==> src/rtl/mchan_rr_arb_pipe_pkg.sv <==
// Shared constants and width helpers for the multi-channel round-robin arbiter pipe.
package mchan_arb_pkg;

  localparam int N_CH_DEF       = 4;
  localparam int DATA_WIDTH_DEF = 32;
  localparam int ID_WIDTH_DEF   = 4;

  // A channel index needs at least one bit even when N_CH would need zero.
  function automatic int src_width(input int n);
    return (n > 1) ? $clog2(n) : 1;
  endfunction

endpackage

==> src/rtl/mchan_rr_arb_pipe_if.sv <==
// Upstream per-channel request bundle plus the registered downstream beat.
interface mchan_rr_arb_pipe_if
  import mchan_arb_pkg::*;
#(
  parameter int N_CH       = N_CH_DEF,
  parameter int DATA_WIDTH = DATA_WIDTH_DEF,
  parameter int ID_WIDTH   = ID_WIDTH_DEF
) ();

  localparam int SRC_WIDTH = src_width(N_CH);

  logic [N_CH-1:0]                 req_i;
  logic [N_CH-1:0]                 gnt_o;
  logic [N_CH-1:0]                 lock_i;
  logic [N_CH-1:0][DATA_WIDTH-1:0] data_i;
  logic [N_CH-1:0][ID_WIDTH-1:0]   id_i;
  logic                            req_o;
  logic                            gnt_i;
  logic [DATA_WIDTH-1:0]           data_o;
  logic [ID_WIDTH-1:0]             id_o;
  logic [SRC_WIDTH-1:0]            src_o;

  modport master (
    output req_i, lock_i, data_i, id_i, gnt_i,
    input  gnt_o, req_o, data_o, id_o, src_o
  );

  modport slave (
    input  req_i, lock_i, data_i, id_i, gnt_i,
    output gnt_o, req_o, data_o, id_o, src_o
  );

endinterface

==> src/rtl/mchan_rr_arb_pipe_prio_sel.sv <==
// Combinational rotating first-one search: first set req bit at ptr, ptr+1, ... mod N_CH.
module mchan_rr_prio_sel #(
  parameter int N_CH      = 4,
  parameter int SRC_WIDTH = 2
) (
  input  logic [N_CH-1:0]      req,
  input  logic [SRC_WIDTH-1:0] ptr,
  output logic                 vld,
  output logic [SRC_WIDTH-1:0] win
);

  logic [SRC_WIDTH:0]   sum;
  logic [SRC_WIDTH-1:0] idx;

  // Scan from the farthest offset down so the nearest requester is written last.
  always_comb begin
    vld = 1'b0;
    win = '0;
    sum = '0;
    idx = '0;
    for (int off = N_CH - 1; off >= 0; off--) begin
      sum = {1'b0, ptr} + (SRC_WIDTH + 1)'(off);
      if (sum >= (SRC_WIDTH + 1)'(N_CH)) begin
        sum = sum - (SRC_WIDTH + 1)'(N_CH);
      end
      idx = sum[SRC_WIDTH-1:0];
      if (req[idx]) begin
        vld = 1'b1;
        win = idx;
      end
    end
  end

endmodule

==> src/rtl/mchan_rr_arb_pipe.sv <==
// Round-robin N_CH:1 arbiter with lockable bursts into a single output register.
// One cycle grant-to-req_o latency; grants only while the output slot is empty or draining.
module mchan_rr_arb_pipe
  import mchan_arb_pkg::*;
#(
  parameter int N_CH       = N_CH_DEF,
  parameter int DATA_WIDTH = DATA_WIDTH_DEF,
  parameter int ID_WIDTH   = ID_WIDTH_DEF
) (
  input logic               clk_i,
  input logic               rst_i,
  mchan_rr_arb_pipe_if.slave bus
);

  localparam int SRC_WIDTH = src_width(N_CH);

  logic [SRC_WIDTH-1:0]  ptr;
  logic [SRC_WIDTH-1:0]  ptr_nxt;
  logic [SRC_WIDTH-1:0]  win;
  logic                  win_vld;
  logic                  slot_free;
  logic                  xfer;
  logic [N_CH-1:0]       gnt;
  logic                  req_q;
  logic [DATA_WIDTH-1:0] data_q;
  logic [ID_WIDTH-1:0]   id_q;
  logic [SRC_WIDTH-1:0]  src_q;

  mchan_rr_prio_sel #(
    .N_CH      (N_CH),
    .SRC_WIDTH (SRC_WIDTH)
  ) u_prio_sel (
    .req (bus.req_i),
    .ptr (ptr),
    .vld (win_vld),
    .win (win)
  );

  assign slot_free = ~req_q | bus.gnt_i;
  assign xfer      = win_vld & slot_free & ~rst_i;

  always_comb begin
    gnt = '0;
    if (xfer) begin
      gnt[win] = 1'b1;
    end
  end

  // A locked winner keeps priority; otherwise priority moves just past it.
  always_comb begin
    ptr_nxt = ptr;
    if (bus.lock_i[win]) begin
      ptr_nxt = win;
    end else if (win == SRC_WIDTH'(N_CH - 1)) begin
      ptr_nxt = '0;
    end else begin
      ptr_nxt = win + SRC_WIDTH'(1);
    end
  end

  always_ff @(posedge clk_i or posedge rst_i) begin
    if (rst_i) begin
      ptr    <= '0;
      req_q  <= 1'b0;
      data_q <= '0;
      id_q   <= '0;
      src_q  <= '0;
    end else begin
      if (xfer) begin
        ptr    <= ptr_nxt;
        req_q  <= 1'b1;
        data_q <= bus.data_i[win];
        id_q   <= bus.id_i[win];
        src_q  <= win;
      end else if (bus.gnt_i) begin
        req_q  <= 1'b0;
      end
    end
  end

  assign bus.gnt_o  = gnt;
  assign bus.req_o  = req_q;
  assign bus.data_o = data_q;
  assign bus.id_o   = id_q;
  assign bus.src_o  = src_q;

endmodule

==> src/flat_wrapper.sv <==
// flat-port wrapper written by rule: the top's interface ports become plain ports
module mchan_rr_arb_pipe_flat import mchan_arb_pkg::*;
#(
  parameter int N_CH       = N_CH_DEF,
  parameter int DATA_WIDTH = DATA_WIDTH_DEF,
  parameter int ID_WIDTH   = ID_WIDTH_DEF
)
  (clk_i, rst_i, bus_req_i, bus_lock_i, bus_data_i, bus_id_i, bus_gnt_i, bus_gnt_o, bus_req_o, bus_data_o, bus_id_o, bus_src_o);
  mchan_rr_arb_pipe_if #(.N_CH(N_CH), .DATA_WIDTH(DATA_WIDTH), .ID_WIDTH(ID_WIDTH)) bus_i ();
  input logic clk_i;
  input logic rst_i;
  input wire logic [$bits(bus_i.req_i)-1:0] bus_req_i;
  input wire logic [$bits(bus_i.lock_i)-1:0] bus_lock_i;
  input wire logic [$bits(bus_i.data_i)-1:0] bus_data_i;
  input wire logic [$bits(bus_i.id_i)-1:0] bus_id_i;
  input wire logic [$bits(bus_i.gnt_i)-1:0] bus_gnt_i;
  output wire logic [$bits(bus_i.gnt_o)-1:0] bus_gnt_o;
  output wire logic [$bits(bus_i.req_o)-1:0] bus_req_o;
  output wire logic [$bits(bus_i.data_o)-1:0] bus_data_o;
  output wire logic [$bits(bus_i.id_o)-1:0] bus_id_o;
  output wire logic [$bits(bus_i.src_o)-1:0] bus_src_o;
  assign bus_i.req_i = bus_req_i;
  assign bus_i.lock_i = bus_lock_i;
  assign bus_i.data_i = bus_data_i;
  assign bus_i.id_i = bus_id_i;
  assign bus_i.gnt_i = bus_gnt_i;
  assign bus_gnt_o = bus_i.gnt_o;
  assign bus_req_o = bus_i.req_o;
  assign bus_data_o = bus_i.data_o;
  assign bus_id_o = bus_i.id_o;
  assign bus_src_o = bus_i.src_o;
  mchan_rr_arb_pipe #(.N_CH(N_CH), .DATA_WIDTH(DATA_WIDTH), .ID_WIDTH(ID_WIDTH)) u_core (.clk_i(clk_i), .rst_i(rst_i), .bus(bus_i));
endmodule
==> config.mk <==
export PLATFORM = sky130hd
export DESIGN_NAME = mchan_rr_arb_pipe_flat
export DESIGN_NICKNAME = d
export VERILOG_FILES = /design/src/rtl/mchan_rr_arb_pipe_pkg.sv /design/src/rtl/mchan_rr_arb_pipe_if.sv /design/src/rtl/mchan_rr_arb_pipe_prio_sel.sv /design/src/rtl/mchan_rr_arb_pipe.sv /design/src/flat_wrapper.sv
export SDC_FILE = /design/constraint.sdc
export NUM_CORES = 1
export LEC_CHECK = 0
export ABC_AREA = 1
export BUFFER_PORTS_ARGS = -buffer_cell sky130_fd_sc_hd__clkbuf_2
export CAP_MARGIN = 20
export CORE_MARGIN = 2
export CORE_UTILIZATION = 25
export CTS_CLUSTER_DIAMETER = 40
export CTS_CLUSTER_SIZE = 10
export DETAILED_ROUTE_END_ITERATION = 8
export PLACE_DENSITY = 0.62
export SLEW_MARGIN = 20
export SYNTH_ARGS = -nofsm -noshare
export SYNTH_HDL_FRONTEND = slang
export SYNTH_SLANG_ARGS = --single-unit
==> constraint.sdc <==
create_clock -name clk_i -period 5.99 [get_ports clk_i]
set_input_delay 0.599 -clock clk_i [delete_from_list [all_inputs] [get_ports clk_i]]
set_output_delay 0.599 -clock clk_i [all_outputs]
set_load 0.03 [all_outputs]
# After elaboration in Yosys (flattened, before gate mapping)
# Index checks and enable logic that the tools add are counted.
word_totals:
  inputBits: 155
  wordCells: 64
  regBits: 41
  output_inout_bits: 43
classes:
  n_lt_le_gt_ge: 10
  add_sub_neg: 8
  bitwise_logic: 5
  muxes: 33
  n_eq_ne: 1
  reduce_logical: 2
op_table:
  columns: ["operator", "count"]
  rows:
  - ["$bmux W32 S2", 1]
  - ["$mux W32", 1]
  - ["$mux W2", 10]
  - ["$lt A2 B3 Y1 const B", 5]
  - ["$mux W1", 12]
  - ["$bmux W1 S2", 5]
  - ["$ge A3 B3 Y1 const B", 3]
  - ["$bmux W4 S2", 1]
  - ["$mux W4", 2]
  - ["$sub A2 B1 Y2 const B", 4]
  - ["$add A2 B2 Y3 const B", 2]
  - ["$add A2 B1 Y3 const B", 1]
  - ["$ge A2 B3 Y1 const B", 1]
  - ["$add A2 B1 Y2 const B", 1]
  - ["$and A1 B1 Y1", 2]
  - ["$demux W1 S2", 1]
  - ["$eq A2 B2 Y1 const B", 1]
  - ["$ge A2 B1 Y1 const B", 1]
  - ["$not A1 Y1", 2]
  - ["$reduce_bool A2 Y1", 1]
  - ["$logic_and A1 B1 Y1", 1]
  - ["$or A1 B1 Y1", 1]

# Longest topological paths before layout
# Gate-level depths: netlist (run 1).
logic_depth:
  word_depth: 14
  mapped_depth: 17
  mapped_depth_nobuf: 15

# By module
# From an unflattened synthesis (run 1), not the netlist that was laid out.
hier_totals:
  hier_cells: 452
  area_unflattened_um2: 2962.8
by_module_without_submodules:
  columns: ["mod", "seq_area_each_um2", "area_per_inst_um2", "cells_per_inst", "instances"]
  rows:
  - ["mchan_rr_arb_pipe", 1026.0, 2750.1, 406, 1]
  - ["mchan_rr_prio_sel", 0.0, 212.7, 46, 1]

# Worst setup path after synthesis (run 1)
# No wires, ideal clock.
synth_timing:
  kind: "input to output"
  startpoint: "input rst_i"
  endpoint: "output bus_gnt_o[2]"
  arrival_ns: 2.857
  path_stages: 6
  setup_slack_ns: 2.534
  required_ns: 5.391
  path_buffers: 1
  path_cell_list: "inv_1 -> nand3_1 -> inv_1 -> clkbuf_1 -> nand2_1 -> nor2_1"
synth_between:
  elab_chain_cells: 3
synth_lines:
  columns: ["item", "line_no", "text"]
  rows:
  - ["start: declaration", "flat_wrapper.sv:11", "input logic rst_i;"]
  - ["$not A1 Y1", "mchan_rr_arb_pipe.sv:40", "assign xfer = win_vld & slot_free & ~rst_i;"]
  - ["$and A1 B1 Y1", "mchan_rr_arb_pipe.sv:40", null]
  - ["$mux W4", "mchan_rr_arb_pipe.sv:44", "if (xfer) begin"]
  - ["end: declaration", "flat_wrapper.sv:17", "output wire logic [$bits(bus_i.gnt_o)-1:0] bus_gnt_o;"]
# No other way between the ends.

# Worst setup path in the final report (run 1)
# Ends and elaborated chain as after synthesis.

==> metrics.txt, run 1 <==
Critical Path Start Type=input port; initial antenna violation count=0; Seq/Total Area, Yosys=31.9%; die width=117 µm; clock slew at reported path FFs=around 0.060 ns; hold_ws=approximately 0.48 ns; Syn Area/Cell=5.77 µm²; first-pass GRT wire length=16.0 mm; Final Power=between 0.002 and 0.003 W; RSZ-0062 raised after global routing=no; Synth Area in Adders=0.389%; YS warnings=0; M3 GR Usage=2.82%; grt ovf=0; Longest Clk Path Bufs=2; die area=around 14000 µm²; overall global routing resource usage=13.8%; via count=3747; critical-path maximum fanout=44; Critical Setup Path Class=in -> out; Worst Skew=0.00611 ns; number of global-route vias before repair=3501; Pleak=roughly 2.8 nW; DR iter-0 viols=69; outcome=finished clean; fraction of registers with async set or reset after synthesis=100%; Post-Route WL=9.41 mm; setup violators final=0; Post-synth EDFFs=0; sw power=between 0.0015 and 0.002 W; Seq pwr share=17.7%; CTS HTree Levels=2; worst setup path startpoint=rst_i; post-layout net count=887; Sink Count=41; layout cells sized above 1=between 30 and 40%; Worst Hold Class=reg -> reg; number of port buffers=between 150 and 200; Mapped Area=3220 µm²; Tcrit/Tclk final=61.4%; worst-skew pair later-pin latency=roughly 0.28 ns; main combinational cell family by area after synthesis=simple AND/OR/NAND/NOR gates; power share of the clock group=10.2%; CTS Hold Bufs=0; switching share of total power=56.3%; xor/xnor share of the synthesized area=0%; syn nets=713; routing usage on met1=between 15 and 20%; Setup crit end kind=primary output; routed vias/inst=between 4 and 5; CTS tree=yes; multiplexer share of the synthesized area=0%; Simple-Gate Fraction of Synth Area=between 40% and 50%; Worst EP arrival=3.08 ns; pin count of the biggest net entering global routing=approximately 110; internal power=0.00122 W; final max-slew violation count=0; min Tclk post-route=approximately 3.7 ns; Post-CTS Setup Inserts=0; busiest grt layer=met2; WL/cell=roughly 10 µm; Crit Reg-Reg Startpoint=u_core.ptr[0]; DRC violations left=0; cells after synthesis=557; total CTS buffers=5; Root Buffer=clkbuf_16; CP endpoint=bus_gnt_o[2]; Filler Cell Count=1448; worst path required time=~5.4 ns; VDD IR max=0.000528 V; Core Area=12600 µm²; drt first pass iters=4; n_diodes=0; Initial Util=25.6%; grt met2 use=24.9%; PD cells=634 nW/µm²; max-slew headroom at the worst pin=31.2%; Tightest Pin Transition=1.03 ns; Synth Area in Compound Gates=12.4%; Comb pwr share=72.1%; synthesized flop and latch total=roughly 40; P&R area growth vs syn=36.7%; setup TNS=0 ns; Synth cell types=21; flop-to-flop setup slack=3.13 ns; # rows=41; R2R depth=14; I/O pin count=198; Post-synth top flop=dfrtp_1; Die H=117 µm; Final Hold Vio Count=0; Post-DRT Antenna Nets=0; maximum clock rate=between 200 and 300 MHz; GPL Wtd Cong=about 0.78; Setup WS post-layout=2.31 ns; post-place setup slack=2.21 ns; Max Cap Violations=0; R2R Path End=u_core.ptr[0]; dpl hpwl=6.99 mm; CTS-repair resized insts=0
==> cells in the final DEF, fill, tap and decap left out <==
| master | count |
|---|---|
| nand2_4 | 1 |
| ha_1 | 1 |
| o21ai_0 | 7 |
| inv_1 | 51 |
| nor3_1 | 1 |
| o21ai_1 | 68 |
| buf_4 | 2 |
| clkbuf_16 | 5 |
| nand2_1 | 324 |
| nand2_2 | 1 |
| inv_2 | 5 |
| nand3_2 | 4 |
| buf_12 | 1 |
| clkbuf_2 | 197 |
| nor2_1 | 6 |
| clkinv_2 | 1 |
| dfrtp_1 | 41 |
| o21ai_2 | 2 |
| clkbuf_8 | 2 |
| a21oi_1 | 1 |
| nand3_1 | 11 |
==> final cells by class <==
type | count | area (µm²) | area share [%]
clock inverters | 1 | 5.00 | 0.114
clock buffers | 7 | 153 | 3.47
repair buffers | 200 | 1020 | 23.2
well taps | 172 | 215 | 4.89
flip-flops and latches | 41 | 1030 | 23.3
multi-input cells | 427 | 1770 | 40.2
inverters | 56 | 210 | 4.78
==> synth_stat cells (4+ instances only) <==
library cell	number	area, µm²
buf_6	8	90.1
o21ai_0	7	35.0
dfrtp_1	41	1030
nand2_1	324	1220
buf_2	12	60.1
clkbuf_1	7	26.3
inv_1	52	195
nor2_1	6	22.5
inv_2	4	15.0
o21ai_1	68	340
nand3_1	12	60.1
==> through the flow <==
step,cells,area (µm²),util [%]
after global routing,904,4400,35.0
final,904,4400,35.0
after CTS,904,4400,35.0
after global placement,895,4220,33.6
after detailed placement,896,4240,33.7
after floorplan,557,3220,-
==> worst min path at each step <==
stage / to / cells after the start / start / slack (ns)
3_3_place_gp: u_core.bus.data_o[28] / 2 / u_core.bus.data_o[28] / 0.46
6_report: u_core.bus.data_o[28] / 2 / u_core.bus.data_o[28] / 0.48
3_5_place_dp: u_core.bus.data_o[28] / 2 / u_core.bus.data_o[28] / 0.47
5_1_grt: u_core.bus.src_o[1] / 2 / u_core.bus.src_o[1] / 0.49
2_1_floorplan: u_core.ptr[1] / 2 / u_core.ptr[1] / 0.62
4_1_cts: u_core.bus.data_o[28] / 2 / u_core.bus.data_o[28] / 0.48
==> worst max-delay path: stages <==
cell      delay, ns
clkbuf_2       0.09
inv_2          0.64
nand3_2        0.99
inv_1          0.27
nand2_1        0.12
nor2_1         0.10
clkbuf_2       0.22
==> registers in the layout, summed over array words and instances (netlist names) <==
name,count
u_core.bus.req_o,1
u_core.bus.data_o,32
u_core.bus.id_o,4
u_core.bus.src_o,2
u_core.ptr,2
==> kinds of logic after synthesis <==
| logic type | after synthesis |
|---|---|
| adder cells (fa/ha/maj) | 1 |
| AO/OA/AOI/OAI | 78 |
| buffers and inverters | 89 |
| AND/OR/NAND/NOR | 348 |
| flip-flops | 41 |
==> layer usage <==
| metal | share of wire [%] | vias up |
|---|---|---|
| li1 | - | 2038 |
| met1 | 46 | 1610 |
| met2 | 48 | 89 |
| met3 | 5.1 | 10 |
| met4 | 1.4 | 0 |
| met5 | 0 | - |
==> power by group through the flow <==
stage	logic (W)	clock network (W)	registers, W
after global placement	0.00201	0	0.000494
after floorplan	0.00148	0	0.000724
final	0.00201	0.000283	0.000493
after CTS	0.00205	0.000295	0.000494
after detailed placement	0.00205	0	0.000494
after global routing	0.00230	0.000306	0.000511
(Power assumes the default switching activity.)
==> inputs of run 2 (changes only) <==
--- a/config.mk
+++ b/config.mk
@@ -5,7 +5,7 @@
 export SDC_FILE = /design/constraint.sdc
 export NUM_CORES = 1
 export LEC_CHECK = 0
-export ABC_AREA = 1
+export ABC_AREA = 0
 export BUFFER_PORTS_ARGS = -buffer_cell sky130_fd_sc_hd__clkbuf_2
 export CAP_MARGIN = 20
 export CORE_MARGIN = 2
@@ -13,7 +13,7 @@
 export CTS_CLUSTER_DIAMETER = 40
 export CTS_CLUSTER_SIZE = 10
 export DETAILED_ROUTE_END_ITERATION = 8
-export PLACE_DENSITY = 0.62
+export PLACE_DENSITY = 0.66
 export SLEW_MARGIN = 20
 export SYNTH_ARGS = -nofsm -noshare
 export SYNTH_HDL_FRONTEND = slang
==> constraint.sdc (replaced) <==
create_clock -name clk_i -period 3.28 [get_ports clk_i]
set_input_delay 0.328 -clock clk_i [delete_from_list [all_inputs] [get_ports clk_i]]
set_output_delay 0.328 -clock clk_i [all_outputs]
set_load 0.03 [all_outputs]
==> run 2 against run 1 <==
Compared with the run above: non-clock buffer count increased by 5; sequential power rose by 80%; sequential share of layout area grew 1.4 points.
==> metrics.txt, run 2 <==
outcome=finished clean; WL/cell=15.2 µm; Synth cell types=40; number of port buffers=slightly below 200; top cell type's share of synthesized area=35.4%; cells after synthesis=293; most numerous cell in the Yosys netlist=a211oi_1; Die H=between 100 and 150 µm; grt ovf=0; Post-synth EDFFs=0; PD cells=~800 nW/µm²; CTS Hold Bufs=0; setup violators final=0; Critical Setup Path Class=reg -> out; setup TNS=0 ns; Worst Hold Class=in -> async; maximum clock rate=423 MHz; R2R Path End=u_core.bus.data_o[4]; Initial Util=25.5%; P&R area growth vs syn=43.3%; Core Area=roughly 11000 µm²; syn nets=449; number of global-route vias before repair=3142; R2R depth=7; flop-to-flop setup slack=1.09 ns; Root Buffer=clkbuf_16; Critical Path Start Type=flop; via count=3040; first-pass GRT wire length=15.1 mm; post-place setup slack=0.956 ns; CTS HTree Levels=2; GPL Wtd Cong=0.804; dpl hpwl=7.18 mm; total CTS buffers=5; CTS-repair resized insts=0; CTS tree=yes; min Tclk post-route=2.36 ns; switching share of total power=a little under half; Crit Reg-Reg Startpoint=u_core.bus.req_o; commonest non-fill, non-tap cell in the layout=clkbuf_2; Post-DRT Antenna Nets=0; VDD IR max=0.000405 V; # rows=39; Tcrit/Tclk final=72.1%; die width=approximately 110 µm; YS warnings=0; internal power=around 0.0018 W; die area=around 12000 µm²; Largest register FFs=32; DR iter-0 viols=105; Pleak=about 2.1 nW; n_diodes=0; Seq pwr share=a little over a quarter; cell taking the most area after synthesis=dfrtp_1; most frequent cells in the layout=clkbuf_2, a211oi_1, dfrtp_1; final max-slew violation count=0; Comb pwr share=55.5%; ranking of synthesized cells by area=dfrtp_1, mux2i_1, a211oi_1; critical-path maximum fanout=7; RSZ-0062 raised after global routing=no; layout cells sized above 1=52.2%; DRC violations left=0; fraction of registers with async set or reset after synthesis=100%; Tightest Pin Transition=0.900 ns; Post-Route WL=9.45 mm; initial antenna violation count=0; Max Cap Violations=0; routed vias/inst=4.90; Seq/Total Area, Yosys=35.4%; power share of the clock group=17.5%; post-layout net count=632; most frequent cells after synthesis=a211oi_1, dfrtp_1, and3_1, mux2i_1, nor2_1; sw power=0.00152 W; clock slew at reported path FFs=0.06 ns; Post-synth top flop=dfrtp_1; synthesized flop and latch total=41; Worst EP arrival=2.04 ns; overall global routing resource usage=14.6%; max-slew headroom at the worst pin=approximately 40%; Mapped Area=2900 µm²; Final Hold Vio Count=0; worst path required time=2.95 ns; worst setup path startpoint=u_core.ptr[1]; worst-skew pair later-pin latency=0.28 ns; Longest Clk Path Bufs=2; pin count of the biggest net entering global routing=42; Setup WS post-layout=0.915 ns; Post-CTS Setup Inserts=0; I/O pin count=198; Syn Area/Cell=9.89 µm²; Setup crit end kind=primary output; Worst Skew=0.00637 ns; Sink Count=41; drt first pass iters=4
-- run 2: changes by cell type after synthesis, sizes merged, moves of 3 or more --
cell    delta
buf        -3
nand2b     +3
o21ai     -73
and3      +37
nand2    -324
nand3     -13
a211oi    +72
mux2i     +37
inv       -52
nor2      +32
-- run 2: cell families (layout without fill, tap and decap cells) --
group           count (synthesis)  count (layout)  share of synthesized area (%)
compound gates                 89              89                           28.1
fa+ha+maj                       1               1                          0.432
buf+inv                        33             217                           6.56
flops                          41              41                           35.4
mux                            37              37                           12.8
simple gates                   92              92                           16.7
-- run 2: how the worst max path moves through the flow --
| stage | end | slack [ns] | depth (start not counted) |
|---|---|---|---|
| after floorplan | bus_gnt_o[3] | 1.01 | 7 |
| after global placement | u_core.bus.data_o[2] | 1.03 | 8 |
| after detailed placement | u_core.bus.data_o[4] | 0.96 | 8 |
| after CTS | bus_gnt_o[0] | 0.91 | 6 |
| after global routing | bus_gnt_o[3] | 0.80 | 7 |
| final | bus_gnt_o[0] | 0.92 | 6 |
-- run 2: cell type report --
class | instances | area [µm²]
Clock buffer | 7 | 143
Clock inverter | 1 | 30.0
Fill cell | 1171 | 7220
Inverter | 4 | 16.3
Multi-Input combinational cell | 219 | 1700
Sequential cell | 41 | 1030
Tap cell | 143 | 179
Timing Repair Buffer | 205 | 1060
-- run 2: layer usage --
metal	routed length, µm	GRT usage (%)	share of wire (%)	up-vias
li1	-	-	-	1480
met1	4040	18.1	43	1450
met2	4840	26.0	51	106
met3	519	3.05	5.5	4
met4	55	3.13	0.58	0
met5	0	0	0	-
-- run 2: critical path: stages, from the launching register on --
cell,delay [ns]
dfrtp_1,0.46
nand2_1,0.10
a221oi_2,0.34
or2_1,0.33
ha_1,0.19
and2_1,0.13
clkbuf_2,0.21
-- run 2: power by group through the flow --
stage          Combinational [W]  Sequential [W]  Clock [W]
5_1_grt                  0.00196        0.000920   0.000625
6_report                 0.00182        0.000888   0.000574
3_3_place_gp             0.00181        0.000886          0
4_1_cts                  0.00184        0.000889   0.000598
2_1_floorplan           0.000909         0.00132          0
3_5_place_dp             0.00184        0.000899          0
-- run 2: through the flow --
| stage | cell area, µm² | power (W) | utilization, % | instances | hold slack, ns |
|---|---|---|---|---|---|
| after floorplan | 2900 | 0.00223 | - | 293 | 0.428 |
| after global placement | 3980 | 0.00270 | 35.0 | 612 | 0.469 |
| after detailed placement | 3980 | 0.00274 | 35.0 | 612 | 0.472 |
| after CTS | 4150 | 0.00333 | 36.5 | 620 | 0.303 |
| after global routing | 4150 | 0.00350 | 36.5 | 620 | 0.329 |
| final | 4150 | 0.00329 | 36.5 | 620 | 0.276 |
==> inputs of run 3 (changes only) <==
--- a/config.mk
+++ b/config.mk
@@ -13,7 +13,7 @@
 export CTS_CLUSTER_DIAMETER = 40
 export CTS_CLUSTER_SIZE = 10
 export DETAILED_ROUTE_END_ITERATION = 8
-export PLACE_DENSITY = 0.66
+export PLACE_DENSITY = 0.64
 export SLEW_MARGIN = 20
 export SYNTH_ARGS = -nofsm -noshare
 export SYNTH_HDL_FRONTEND = slang
==> constraint.sdc (replaced) <==
create_clock -name clk_i -period 2.4 [get_ports clk_i]
set_input_delay 0.24 -clock clk_i [delete_from_list [all_inputs] [get_ports clk_i]]
set_output_delay 0.24 -clock clk_i [all_outputs]
set_load 0.03 [all_outputs]
==> run 3 against run 2 <==
Compared with the run above: setup slack worse by 0.72 ns; clock skew is 0.0030 ns higher; flip-flop and latch count stayed put; combinational power is 40% higher; largest power group unchanged; power is 34% higher; critical path depth is 1 higher.
==> metrics.txt, run 3 (synthesis results as in run 2) <==
outcome=finished clean; die width=approximately 110 µm; critical-path maximum fanout=7; number of placed cells counting well taps=615; Top Metal Used=met4; max-slew headroom at the worst pin=37.6%; Largest register FFs=32; Critical Path Start Type=flop; WL/cell=approximately 15 µm; Finished Layout Cells=623; RSZ-0062 raised after global routing=no; met2 wire length=a little under 5 mm; first-pass GRT wire length=15.0 mm; overall global routing resource usage=14.5%; Critical Setup Path Class=reg -> out; maximum clock rate=453 MHz; total CTS buffers=5; grt ovf=0; final max-slew violation count=0; Initial Util=25.5%; PD cells=1060 nW/µm²; worst-skew pair later-pin latency=0.28 ns; CTS-repair resized insts=0; Sink Count=41; Core Area=11400 µm²; Final Hold Vio Count=0; I/O pin count=198; most frequent cells in the layout=clkbuf_2, a211oi_1, dfrtp_1; cell family with most CP delay=flip-flops; setup TNS=0 ns; Pleak=about 2.1 nW; Post-CTS Setup Inserts=0; # rows=39; multi-input combinational cell area=1700 µm²; post-layout net count=635; Tcrit/Tclk final=92.0%; DRC violations left=0; Die H=112 µm; R2R depth=7; number of global-route vias before repair=3084; CP endpoint=bus_gnt_o[0]; Filler Cell Count=between 1000 and 1500; Worst Hold Class=in -> async; Buffers & Inverters on Critical Path=2; P&R area growth vs syn=43.6%; Final Power=0.00440 W; Longest Clk Path Bufs=2; worst path required time=2.16 ns; Reg area=1030 µm²; commonest non-fill, non-tap cell in the layout=clkbuf_2; min Tclk post-route=2.21 ns; largest stage delay on the critical path=~0.46 ns; Post-DRT Antenna Nets=0; Slowest-stage cell, CP=dfrtp_1; clock slew at reported path FFs=roughly 0.060 ns; CTS tree=yes; worst setup path startpoint=u_core.ptr[1]; Post-Route WL=9.48 mm; routed vias/inst=4.96; Worst Skew=0.00938 ns; Tightest Pin Transition=~0.93 ns; Root Buffer=clkbuf_16; layout cells sized above 1=52.3%; Max Cap Violations=0; Crit Reg-Reg Startpoint=u_core.ptr[1]; pin count of the biggest net entering global routing=42; setup violators final=0; dpl hpwl=approximately 7.5 mm; DR iter-0 viols=about 210; drt first pass iters=4; met1 WL=3.95 mm; CTS HTree Levels=2; Final Util=36.6%; GPL Wtd Cong=0.843; Worst path depth=7; CTS Hold Bufs=0; die area=12500 µm²; n_diodes=0; number of port buffers=roughly 200; VDD IR max=0.000581 V; Setup crit end kind=primary output; Worst EP arrival=1.97 ns; initial antenna violation count=0; CP Cell Sequence=mux2i_1, o22ai_2, nor2_2, clkinv_2, ha_1, and2_1, clkbuf_2; R2R Path End=u_core.bus.data_o[14]; via count=3092; flop-to-flop setup slack=approximately 0.36 ns; metal3 WL=560 µm
[run 3: routing by layer]
| layer | track usage [%] | vias to the layer above |
|---|---|---|
| li1 | - | 1481 |
| met1 | 17.9 | 1486 |
| met2 | 25.9 | 117 |
| met3 | 2.56 | 8 |
| met4 | 4.44 | 0 |
| met5 | 0 | - |
[run 3: how the worst min path moves through the flow]
stage / end / slack [ns] / depth (start not counted)
floorplan: u_core.bus.req_o / 0.34 / 1
global placement: u_core.bus.src_o[1] / 0.46 / 1
detailed placement: u_core.bus.src_o[1] / 0.46 / 1
CTS: u_core.bus.req_o / 0.21 / 2
global route: u_core.bus.req_o / 0.22 / 2
finish: u_core.ptr[0] / 0.20 / 2
[run 3: layout make-up]
cell class,instances,share of cell area [%]
Multi-Input combinational cell,219,40.9
Timing Repair Buffer,208,26.5
Sequential cell,41,24.7
Tap cell,143,4.30
Clock buffer,8,3.28
Inverter,4,0.391
[run 3: report_power, final]
| part | switching, W | internal, W | total, W |
|---|---|---|---|
| logic | 0.00162 | 0.000923 | 0.00254 |
| clock network | 0.000256 | 0.000387 | 0.000643 |
| registers | 0.000204 | 0.00101 | 0.00121 |
[run 3: metrics by stage]
step / setup WS (ns) / hold WS [ns] / cell area [µm²]
final: 0.191 / 0.203 / 4160
after global routing: 0.0795 / 0.223 / 4160
after CTS: 0.105 / 0.211 / 4160
after detailed placement: 0.361 / 0.465 / 4020
after global placement: 0.342 / 0.461 / 3990
after floorplan: 0.221 / 0.340 / 2900
